## config.mk

```make
export PLATFORM = sky130hd
export DESIGN_NAME = sram_read_unpack_flat
export DESIGN_NICKNAME = d
export VERILOG_FILES = /design/src/rtl/sram_read_unpack_if.sv /design/src/rtl/sram_read_unpack.sv /design/src/flat_wrapper.sv
export SDC_FILE = /design/constraint.sdc
export NUM_CORES = 1
export LEC_CHECK = 0
export ABC_CLOCK_PERIOD_IN_PS = 3300
export BUFFER_PORTS_ARGS = -buffer_cell sky130_fd_sc_hd__buf_2
export CAP_MARGIN = 5
export CORE_AREA = 2 2 138 140
export DETAILED_ROUTE_END_ITERATION = 10
export DIE_AREA = 0 0 140 142
export PLACE_DENSITY = 0.67
export SLEW_MARGIN = 25
export SYNTH_ARGS = -nofsm -noshare
export SYNTH_HDL_FRONTEND = slang
export SYNTH_SLANG_ARGS = --single-unit
```

## constraint.sdc

```tcl
create_clock -name clk -period 3.3 [get_ports clk]
set_clock_uncertainty 0.05 [all_clocks]
set_input_delay 0.495 -clock clk [delete_from_list [all_inputs] [get_ports clk]]
set_output_delay 0.495 -clock clk [all_outputs]
set_load 0.02 [all_outputs]
```

## src/rtl/sram_read_unpack_if.sv

```systemverilog
// Bundle between the SRAM read unpacker and its surroundings: the control
// strobes, the address-generator request/data pair and the byte stream.
interface sram_read_unpack_if;
  logic        start;
  logic [15:0] word_count;
  logic        read_next;
  logic [31:0] read_data;
  logic [7:0]  out_data;
  logic        out_valid;
  logic        out_ready;
  logic        out_last;
  logic        busy;
  logic        done;

  // Environment side: starts transfers, models the SRAM, consumes bytes.
  modport master (
    output start, word_count, read_data, out_ready,
    input  read_next, out_data, out_valid, out_last, busy, done
  );

  // Unpacker side.
  modport slave (
    input  start, word_count, read_data, out_ready,
    output read_next, out_data, out_valid, out_last, busy, done
  );
endinterface

```

## src/rtl/sram_read_unpack.sv

```systemverilog
// SRAM read unpacker: paces the address generator with read_next requests,
// captures read_data after a fixed latency into a small word FIFO and emits
// the words as a little-endian byte stream.
//
// state | meaning
// IDLE  | waiting for start; a zero-length start only pulses done
// FETCH | issuing requests while FIFO credit allows
// DRAIN | all requests issued, streaming the remaining bytes
// DONE  | one-cycle done pulse, then back to IDLE
module sram_read_unpack #(
  parameter int DEPTH        = 4,
  parameter int READ_LATENCY = 1
) (
  input logic          clk,
  input logic          rst,
  sram_read_unpack_if.slave bus
);
  localparam int AW = $clog2(DEPTH);

  typedef enum logic [1:0] {IDLE, FETCH, DRAIN, DONE} state_t;

  state_t                  state_q, state_d;
  logic [15:0]             count_q, count_d;
  logic [15:0]             issued_q, issued_d;
  logic [15:0]             popped_q, popped_d;
  logic [AW:0]             occ_q, occ_d;
  logic [AW:0]             inflight_q, inflight_d;
  logic [AW-1:0]           wr_ptr_q, wr_ptr_d;
  logic [AW-1:0]           rd_ptr_q, rd_ptr_d;
  logic [1:0]              byte_q, byte_d;
  logic [READ_LATENCY-1:0] tok_q, tok_d;
  logic                    read_next_q, read_next_d;
  logic                    done_q, done_d;
  logic [31:0]             mem_q [DEPTH];

  logic [AW+1:0] credit_used;
  logic          issue, push, pop, hs, fifo_valid, head_last;
  logic [31:0]   head;
  logic [7:0]    head_byte;

  // Next-state computation for the FSM, credit counters and FIFO pointers.
  always_comb begin
    fifo_valid  = (occ_q != '0);
    head        = mem_q[rd_ptr_q];
    hs          = fifo_valid && bus.out_ready;
    pop         = hs && (byte_q == 2'd3);
    push        = tok_q[READ_LATENCY-1];
    head_last   = ((popped_q + 16'd1) == count_q);
    // Words already in the FIFO plus words requested but not yet captured
    // must never exceed DEPTH, so a push always has room.
    credit_used = {1'b0, occ_q} + {1'b0, inflight_q};
    issue       = (state_q == FETCH) && (issued_q < count_q) &&
                  (credit_used < (AW+2)'(DEPTH));

    state_d     = state_q;
    count_d     = count_q;
    issued_d    = issued_q;
    popped_d    = popped_q;
    wr_ptr_d    = wr_ptr_q;
    rd_ptr_d    = rd_ptr_q;
    byte_d      = byte_q;
    read_next_d = issue;
    done_d      = 1'b0;

    // The token pipe follows the registered request, so a token exits in the
    // cycle where the SRAM presents the matching word.
    tok_d    = '0;
    tok_d[0] = read_next_q;
    for (int i = 1; i < READ_LATENCY; i++) tok_d[i] = tok_q[i-1];

    occ_d      = occ_q + (AW+1)'(push) - (AW+1)'(pop);
    inflight_d = inflight_q + (AW+1)'(issue) - (AW+1)'(push);

    if (issue) issued_d = issued_q + 16'd1;
    if (push)  wr_ptr_d = wr_ptr_q + AW'(1);
    if (hs)    byte_d   = byte_q + 2'd1;
    if (pop) begin
      rd_ptr_d = rd_ptr_q + AW'(1);
      popped_d = popped_q + 16'd1;
    end

    case (state_q)
      IDLE: begin
        if (bus.start) begin
          if (bus.word_count != 16'd0) begin
            count_d  = bus.word_count;
            issued_d = 16'd0;
            popped_d = 16'd0;
            state_d  = FETCH;
          end else begin
            done_d = 1'b1;
          end
        end
      end
      FETCH, DRAIN: begin
        if (pop && head_last) begin
          state_d = DONE;
          done_d  = 1'b1;
        end else if (state_q == FETCH && issued_q == count_q) begin
          state_d = DRAIN;
        end
      end
      DONE:    state_d = IDLE;
      default: state_d = IDLE;
    endcase
  end

  // Register all control state; reset discards any transfer in progress.
  always_ff @(posedge clk) begin
    if (rst) begin
      state_q     <= IDLE;
      count_q     <= '0;
      issued_q    <= '0;
      popped_q    <= '0;
      occ_q       <= '0;
      inflight_q  <= '0;
      wr_ptr_q    <= '0;
      rd_ptr_q    <= '0;
      byte_q      <= '0;
      tok_q       <= '0;
      read_next_q <= 1'b0;
      done_q      <= 1'b0;
    end else begin
      state_q     <= state_d;
      count_q     <= count_d;
      issued_q    <= issued_d;
      popped_q    <= popped_d;
      occ_q       <= occ_d;
      inflight_q  <= inflight_d;
      wr_ptr_q    <= wr_ptr_d;
      rd_ptr_q    <= rd_ptr_d;
      byte_q      <= byte_d;
      tok_q       <= tok_d;
      read_next_q <= read_next_d;
      done_q      <= done_d;
    end
  end

  // FIFO storage; contents are don't-care while the occupancy says empty.
  always_ff @(posedge clk) begin
    if (push) mem_q[wr_ptr_q] <= bus.read_data;
  end

  // Byte select from the head word, least significant byte first.
  always_comb begin
    head_byte = 8'h00;
    case (byte_q)
      2'd0: head_byte = head[7:0];
      2'd1: head_byte = head[15:8];
      2'd2: head_byte = head[23:16];
      2'd3: head_byte = head[31:24];
      default: head_byte = 8'h00;
    endcase
  end

  assign bus.read_next = read_next_q;
  assign bus.out_valid = fifo_valid;
  assign bus.out_data  = fifo_valid ? head_byte : 8'h00;
  assign bus.out_last  = fifo_valid && (byte_q == 2'd3) && head_last;
  assign bus.busy      = (state_q != IDLE);
  assign bus.done      = done_q;
endmodule

```

## src/flat_wrapper.sv

```systemverilog
// flat-port wrapper written by rule: the top's interface ports become plain ports
module sram_read_unpack_flat 
#(
  parameter int DEPTH        = 4,
  parameter int READ_LATENCY = 1
)
  (clk, rst, bus_start, bus_word_count, bus_read_data, bus_out_ready, bus_read_next, bus_out_data, bus_out_valid, bus_out_last, bus_busy, bus_done);
  sram_read_unpack_if bus_i ();
  input logic clk;
  input logic rst;
  input wire logic [$bits(bus_i.start)-1:0] bus_start;
  input wire logic [$bits(bus_i.word_count)-1:0] bus_word_count;
  input wire logic [$bits(bus_i.read_data)-1:0] bus_read_data;
  input wire logic [$bits(bus_i.out_ready)-1:0] bus_out_ready;
  output wire logic [$bits(bus_i.read_next)-1:0] bus_read_next;
  output wire logic [$bits(bus_i.out_data)-1:0] bus_out_data;
  output wire logic [$bits(bus_i.out_valid)-1:0] bus_out_valid;
  output wire logic [$bits(bus_i.out_last)-1:0] bus_out_last;
  output wire logic [$bits(bus_i.busy)-1:0] bus_busy;
  output wire logic [$bits(bus_i.done)-1:0] bus_done;
  assign bus_i.start = bus_start;
  assign bus_i.word_count = bus_word_count;
  assign bus_i.read_data = bus_read_data;
  assign bus_i.out_ready = bus_out_ready;
  assign bus_read_next = bus_i.read_next;
  assign bus_out_data = bus_i.out_data;
  assign bus_out_valid = bus_i.out_valid;
  assign bus_out_last = bus_i.out_last;
  assign bus_busy = bus_i.busy;
  assign bus_done = bus_i.done;
  sram_read_unpack #(.DEPTH(DEPTH), .READ_LATENCY(READ_LATENCY)) u_core (.clk(clk), .rst(rst), .bus(bus_i));
endmodule
```

==> metrics.txt, run 1 <==
status finished with violations; failing checks DRC; Post-route DRC 5; 1st-pass router iterations 9; clock buffer count from CTS 17; Final Wtd Congestion just under 0.9; largest net degree at the start of global routing between 40 and 50; Min-Delay Path Depth 1; delay-heaviest family, CP simple AND/OR/NAND/NOR gates; drt initial violations about 480; clk buf depth 2; worst vdd ir between 0.4 and 0.5 mV; slowest stage delay, CP around 0.66 ns; final core occ 0.562; FF-to-FF Start u_core.count_q[13]$_SDFFE_PP0P_; Slowest-stage cell, CP dfxtp_1; DRT antenna net count 0; row cnt 50; total of max-cap violations 0; Nets between 800 and 900; storage element area 0.00519 mm2; Setup TNS 0 ns; die width roughly 140 um; vias in the first global route approximately 6000; Final Hold Vio Count 0; PD cells 581 mW/mm2; Rel. slew slack 0.449; total wire length just under 20000 um; final slew viol count 0; sequential fraction of the synthesis area 0.571; number of I/O port buffers 64; core box area 0.0185 mm2; Synth cell types 60; Achievable Freq 315 MHz; startpoint types flip-flop; final worst path period share 0.962; grt total ovfl 0; die area between 0.015 and 0.02 mm2; mapped cell area slightly above 0.009 mm2; clock root buffer clkbuf_16; worst reg2reg path depth 14; global-route wire length before repair between 30000 and 40000 um; kind of critical path flip-flop to primary output; WL/cell about 19 um; synthesized area per cell ~13 um2; CP max FO 11; crit-path cells nand4_1 > buf_4 > o21a_1 > nor4_1 > nand4_1 > nor4_1 > buf_2; syn nets around 800; ys async rst share 0; Leak around 0.0037 uW; hold crit path type input port to flip-flop; CP Buf/Inv Count 2; hold endpoint u_core.mem_q[0][1]$_DFFE_PP_; RSZ-0062 raised after global routing no; Initial Utilization 0.492; TritonCTS Sinks 195; I/O pins 65; GRT Overall Usage 0.205; antenna cell count 0; fraction of layout cells with a size suffix above 1 0.221; Hold Path Origin bus_read_data[1]; slack of the worst reg-to-reg path ~0.25 ns; placed insts ~1000; fill count around 1500; Final Non-Filler Cells 1027; CP endpoint kind primary output; Via Count 5884; EDFF count, synth roughly 130; Vias per Instance roughly 5.7; synthesized instance count 710; area of the multi-input gates around 0.0036 mm2; CP Data Arrival Time roughly 2.6 ns; Primary FF master, synth edfxtp_1; Slew @ Worst Pin a little over 0.8 ns; Worst R2R End u_core.inflight_q[2]$_SDFF_PP0_; yosys warns 0; required time worst endpoint roughly 2.8 ns; Clock Latency Late Sink about 0.44 ns; CTS tree done; Period minus WS final around 3.2 ns; Post-DP HPWL around 14000 um; clock slew at reported path FFs roughly 0.080 ns; CTS H-tree depth 4; postcts setup bufs 0; Layout area overhead 14.2%; die height roughly 140 um; final setup violating endpoints 0; antenna violations before repair 1; number of synthesized register bits approximately 200
==> area by class of cell <==
type                            count  share of cell area
Sequential cell                   195               0.501
Multi-Input combinational cell    442               0.347
Clock buffer                       17              0.0410
Inverter                           35              0.0127
Clock inverter                     15              0.0211
Tap cell                          234              0.0282
Timing Repair Buffer               89              0.0490
==> report_power, final <==
part           switching, uW  leakage, uW  internal, uW
combinational            640      0.00173           428
clock                   1080     0.000304          1060
sequential              93.9      0.00170          2710
==> through the flow <==
| stage | cell area, um2 | total power (uW) | hold slack [ns] | worst slack [ns] |
|---|---|---|---|---|
| final | 10400 | 6020 | 0.206 | 0.126 |
| after global routing | 10400 | 6270 | 0.201 | 0.000367 |
| after CTS | 10300 | 6060 | 0.193 | 0.0595 |
| after detailed placement | 9700 | 3920 | 0.414 | 0.231 |
| after global placement | 9700 | 3870 | 0.417 | 0.325 |
| after floorplan | 9080 | 3570 | 0.403 | 0.453 |
==> layout by cell type, fill, tap and decap left out, types with 3 or more instances in the layout <==
| cell type | count |
|---|---|
| edfxtp_1 | 128 |
| nor2_1 | 71 |
| dfxtp_1 | 64 |
| buf_2 | 64 |
| nand2_1 | 37 |
| ha_1 | 36 |
| inv_1 | 34 |
| mux4_2 | 32 |
| a21oi_1 | 29 |
| buf_4 | 25 |
| xnor2_1 | 23 |
| mux2i_1 | 21 |
| nand4_1 | 19 |
| xor2_1 | 18 |
| nand3_1 | 17 |
| clkbuf_16 | 17 |
| nor4_1 | 12 |
| nor3_1 | 11 |
| or3_1 | 11 |
| a22oi_1 | 8 |
| o21ai_0 | 8 |
| nor2b_1 | 7 |
| and2_1 | 7 |
| clkinv_8 | 7 |
| a31oi_1 | 6 |
| o311ai_0 | 5 |
| o41ai_1 | 5 |
| a21o_1 | 4 |
| and4_1 | 4 |
| a41oi_1 | 4 |
| a41o_1 | 4 |
| or2_2 | 3 |
| o211ai_1 | 3 |
| inv_12 | 3 |
==> cells by family after synthesis <==
kind of cell,share of synthesized area
xor+xnor,0.0395
compound gates,0.0706
simple gates,0.124
fa+ha+maj,0.0554
mux,0.104
flops,0.571
buf+inv,0.0349
==> repair_timing <==
action,4_1_cts,5_1_grt
setup endpoints to repair,1,8
gates cloned,0,0
hold buffers,0,0
gates resized for setup,1,5
==> how the worst max path moves through the flow <==
stage	startpoint	slack (ns)	cells after the start	end
after detailed placement	u_core.count_q[13]$_SDFFE_PP0P_	0.23	14	u_core.inflight_q[2]$_SDFF_PP0_
after CTS	flip-flop	0.06	6	bus_out_data[0]
after floorplan	u_core.popped_q[0]$_SDFF_PP0_	0.45	7	bus_out_last
final	u_core.popped_q[7]$_SDFF_PP0_	0.13	7	bus_out_last
after global placement	u_core.count_q[13]$_SDFFE_PP0P_	0.33	14	u_core.inflight_q[2]$_SDFF_PP0_
after global routing	u_core.popped_q[7]$_SDFF_PP0_	0.0004	6	bus_out_last
==> metal layers <==
| layer | global-route usage | share of wire | up-vias | routed length (um) |
|---|---|---|---|---|
| met5 | 0 | 0.00066 | - | 13 |
| met1 | 0.247 | 0.42 | 2885 | 8370 |
| li1 | - | - | 2806 | - |
| met4 | 0.0829 | 0.022 | 2 | 434 |
| met3 | 0.0414 | 0.045 | 33 | 880 |
| met2 | 0.363 | 0.51 | 158 | 10000 |
==> synth_stat cells (4+ instances only) <==
library cell,number,area [um2]
edfxtp_1,128,3840
nor2_1,71,267
dfxtp_1,67,1340
ha_1,37,463
nand2_1,37,139
inv_1,34,128
mux4_2,32,721
a21oi_1,29,145
clkbuf_1,23,86.3
xnor2_1,23,201
mux2i_1,21,210
nand4_1,19,119
nand3_1,18,90.1
xor2_1,18,158
nor4_1,12,75.1
nor3_1,11,55.1
or3_1,11,68.8
buf_2,10,50.1
a22oi_1,8,60.1
nor2b_1,8,50.1
o21ai_0,8,40.0
and2_1,7,43.8
a31oi_1,6,37.5
o311ai_0,5,43.8
o41ai_1,5,43.8
a21o_1,4,30.0
a41o_1,4,40.0
a41oi_1,4,35.0
and4_1,4,35.0
==> state kept, by name (all words and copies together) (netlist names), 3 cells and up, named ones only <==
| signal | flops |
|---|---|
| u_core.popped_q | 16 |
| u_core.occ_q | 3 |
| u_core.count_q | 16 |
| u_core.inflight_q | 3 |
| u_core.issued_q | 16 |
| u_core.mem_q | 128 |
Note: power is estimated with default switching activity, not from simulation.
==> run 2, diff against run 1 <==
--- a/config.mk
+++ b/config.mk
@@ -6,13 +6,13 @@
 export NUM_CORES = 1
 export LEC_CHECK = 0
 export ABC_CLOCK_PERIOD_IN_PS = 3300
-export BUFFER_PORTS_ARGS = -buffer_cell sky130_fd_sc_hd__buf_2
+export BUFFER_PORTS_ARGS = -buffer_cell sky130_fd_sc_hd__buf_4
 export CAP_MARGIN = 5
 export CORE_AREA = 2 2 138 140
 export DETAILED_ROUTE_END_ITERATION = 10
 export DIE_AREA = 0 0 140 142
 export PLACE_DENSITY = 0.67
-export SLEW_MARGIN = 25
+export SLEW_MARGIN = 20
 export SYNTH_ARGS = -nofsm -noshare
 export SYNTH_HDL_FRONTEND = slang
 export SYNTH_SLANG_ARGS = --single-unit
==> metrics.txt, run 2 (synthesis gave the netlist of run 1 again) <==
Via Count between 5000 and 6000; RSZ-0062 raised after global routing yes; die height ~140 um; most common cell after layout, fill and taps aside edfxtp_1; PD cells 577 mW/mm2; CP max FO 8; Layout area overhead 15.7%; Period minus WS final ~3.2 ns; GRT Overall Usage 0.206; Final Wtd Congestion 0.871; final slew viol count 0; final setup violating endpoints 0; row cnt 50; Achievable Freq ~310 MHz; met1 GRT Util 0.247; Slew @ Worst Pin just under 0.8 ns; die width around 140 um; slowest stage delay, CP around 0.42 ns; largest net degree at the start of global routing 45; CP Data Arrival Time between 2 and 3 ns; total wire length about 20000 um; crit-path cells nand3_1 > buf_4 > o2111a_1 > a2111o_1 > o211ai_1 > nor4_2 > buf_4; TritonCTS Sinks 195; Slowest-stage cell, CP dfxtp_1; clock root buffer clkbuf_16; failing checks DRC; DRT antenna net count 0; Final Non-Filler Cells just over 1000; P_int between 4000 and 5000 uW; Most Used Layer, Global Route met2; fill count between 1000 and 1500; global-route wire length before repair ~32000 um; startpoint types flip-flop; antenna violations before repair 0; Gate power share 0.181; Rel. slew slack 0.465; core box area between 0.015 and 0.02 mm2; clk buf depth 2; Initial Utilization 0.492; area of the multi-input gates between 0.003 and 0.004 mm2; I/O pins 65; number of I/O port buffers 64; Post-DP HPWL 13600 um; Clock Latency Late Sink 0.43 ns; kind of critical path flip-flop to primary output; fraction of layout cells with a size suffix above 1 0.217; Post-route DRC 5; met3 Use GR 0.0417; hold crit path type input port to flip-flop; clock buffer count from CTS 17; placed insts 994; delay-heaviest family, CP compound AO/OA/AOI/OAI gates; clock slew at reported path FFs around 0.08 ns; worst vdd ir 0.410 mV; WL/cell roughly 19 um; CTS tree done; total of max-cap violations 0; postcts setup bufs 0; CP Buf/Inv Count 2; drt initial violations 353; Most flops, register u_core.mem_q; Final Hold Vio Count 0; Vias per Instance approximately 6; Leak roughly 0.0038 uW; die area 0.0199 mm2; CP endpoint kind primary output; final setup margin 0.0842 ns; commonest cells after routing, fill and taps aside edfxtp_1, buf_4, nor2_1; Nets 870; M2 GR Usage 0.363; vias in the first global route roughly 6100; pre-CTS setup slack around 0.27 ns; Sequential Power Share 0.464; final worst path period share 0.974; CP most frequent cell buf_4; storage element area a little over 0.005 mm2; Net Switching 1820 uW; power share of the clock group 0.355; antenna cell count 0; sw frac 0.300; status finished with violations; 1st-pass router iterations 8; max FFs per register roughly 130; required time worst endpoint around 2.8 ns; CTS H-tree depth 4; grt total ovfl 0
## run 2: cell type report
| type | count | area share |
|---|---|---|
| inverters | 35 | 0.0125 |
| clock buffers | 17 | 0.0405 |
| flip-flops and latches | 195 | 0.494 |
| clock inverters | 15 | 0.0206 |
| well taps | 234 | 0.0279 |
| repair buffers | 88 | 0.0629 |
| multi-input cells | 442 | 0.342 |
## run 2: path summary, 6_finish.rpt
path,start,to,slack [ns],depth (start not counted)
min,bus_read_data[3],u_core.mem_q[2][3]$_DFFE_PP_,0.20,1
max,u_core.popped_q[0]$_SDFF_PP0_,bus_out_last,0.08,7
min reg2reg,u_core.bus.read_next$_SDFF_PP0_,u_core.push$_SDFF_PP0_,0.43,1
max reg2reg,u_core.count_q[13]$_SDFFE_PP0P_,u_core.inflight_q[2]$_SDFF_PP0_,0.29,14
## run 2: power by group through the flow
stage | Combinational, uW | Clock (uW) | Sequential [uW]
finish | 1100 | 2150 | 2810
global route | 1210 | 2290 | 2820
CTS | 1100 | 2210 | 2810
detailed placement | 1090 | 0 | 2870
global placement | 1060 | 0 | 2860
floorplan | 733 | 0 | 2840
## run 2: per-layer routing
metal  vias to the layer above  part of all wire
met4                         0             0.029
met2                       169              0.52
li1                       2800                 -
met1                      2988              0.41
met3                        38             0.046
met5                         -                 0
## run 2: what timing repair did
| action | 4_1_cts | 5_1_grt |
|---|---|---|
| endpoints found under the setup margin | 1 | 8 |
| cloned | 0 | 0 |
| hold buffers | 0 | 0 |
| gates resized for setup | 1 | 2 |
## run 2: stage by stage
stage / instance area (um2) / hold WS (ns) / power, uW / util / TNS (ns)
after floorplan: 9080 / 0.403 / 3570 / - / 0
after global placement: 9850 / 0.414 / 3920 / 0.534 / 0
after detailed placement: 9850 / 0.416 / 3960 / 0.534 / 0
after CTS: 10500 / 0.185 / 6120 / 0.569 / 0
after global routing: 10500 / 0.187 / 6320 / 0.569 / -0.132
final: 10500 / 0.198 / 6060 / 0.569 / 0
## run 2: worst reg2reg max path, delay by kind of cell (launching register included)
family          cells  cell delay [ns]
fa+ha+maj           3             0.83
buf+inv             2             0.11
flops               1             0.41
compound gates      2             0.28
simple gates        5             0.92
xor+xnor            2             0.30
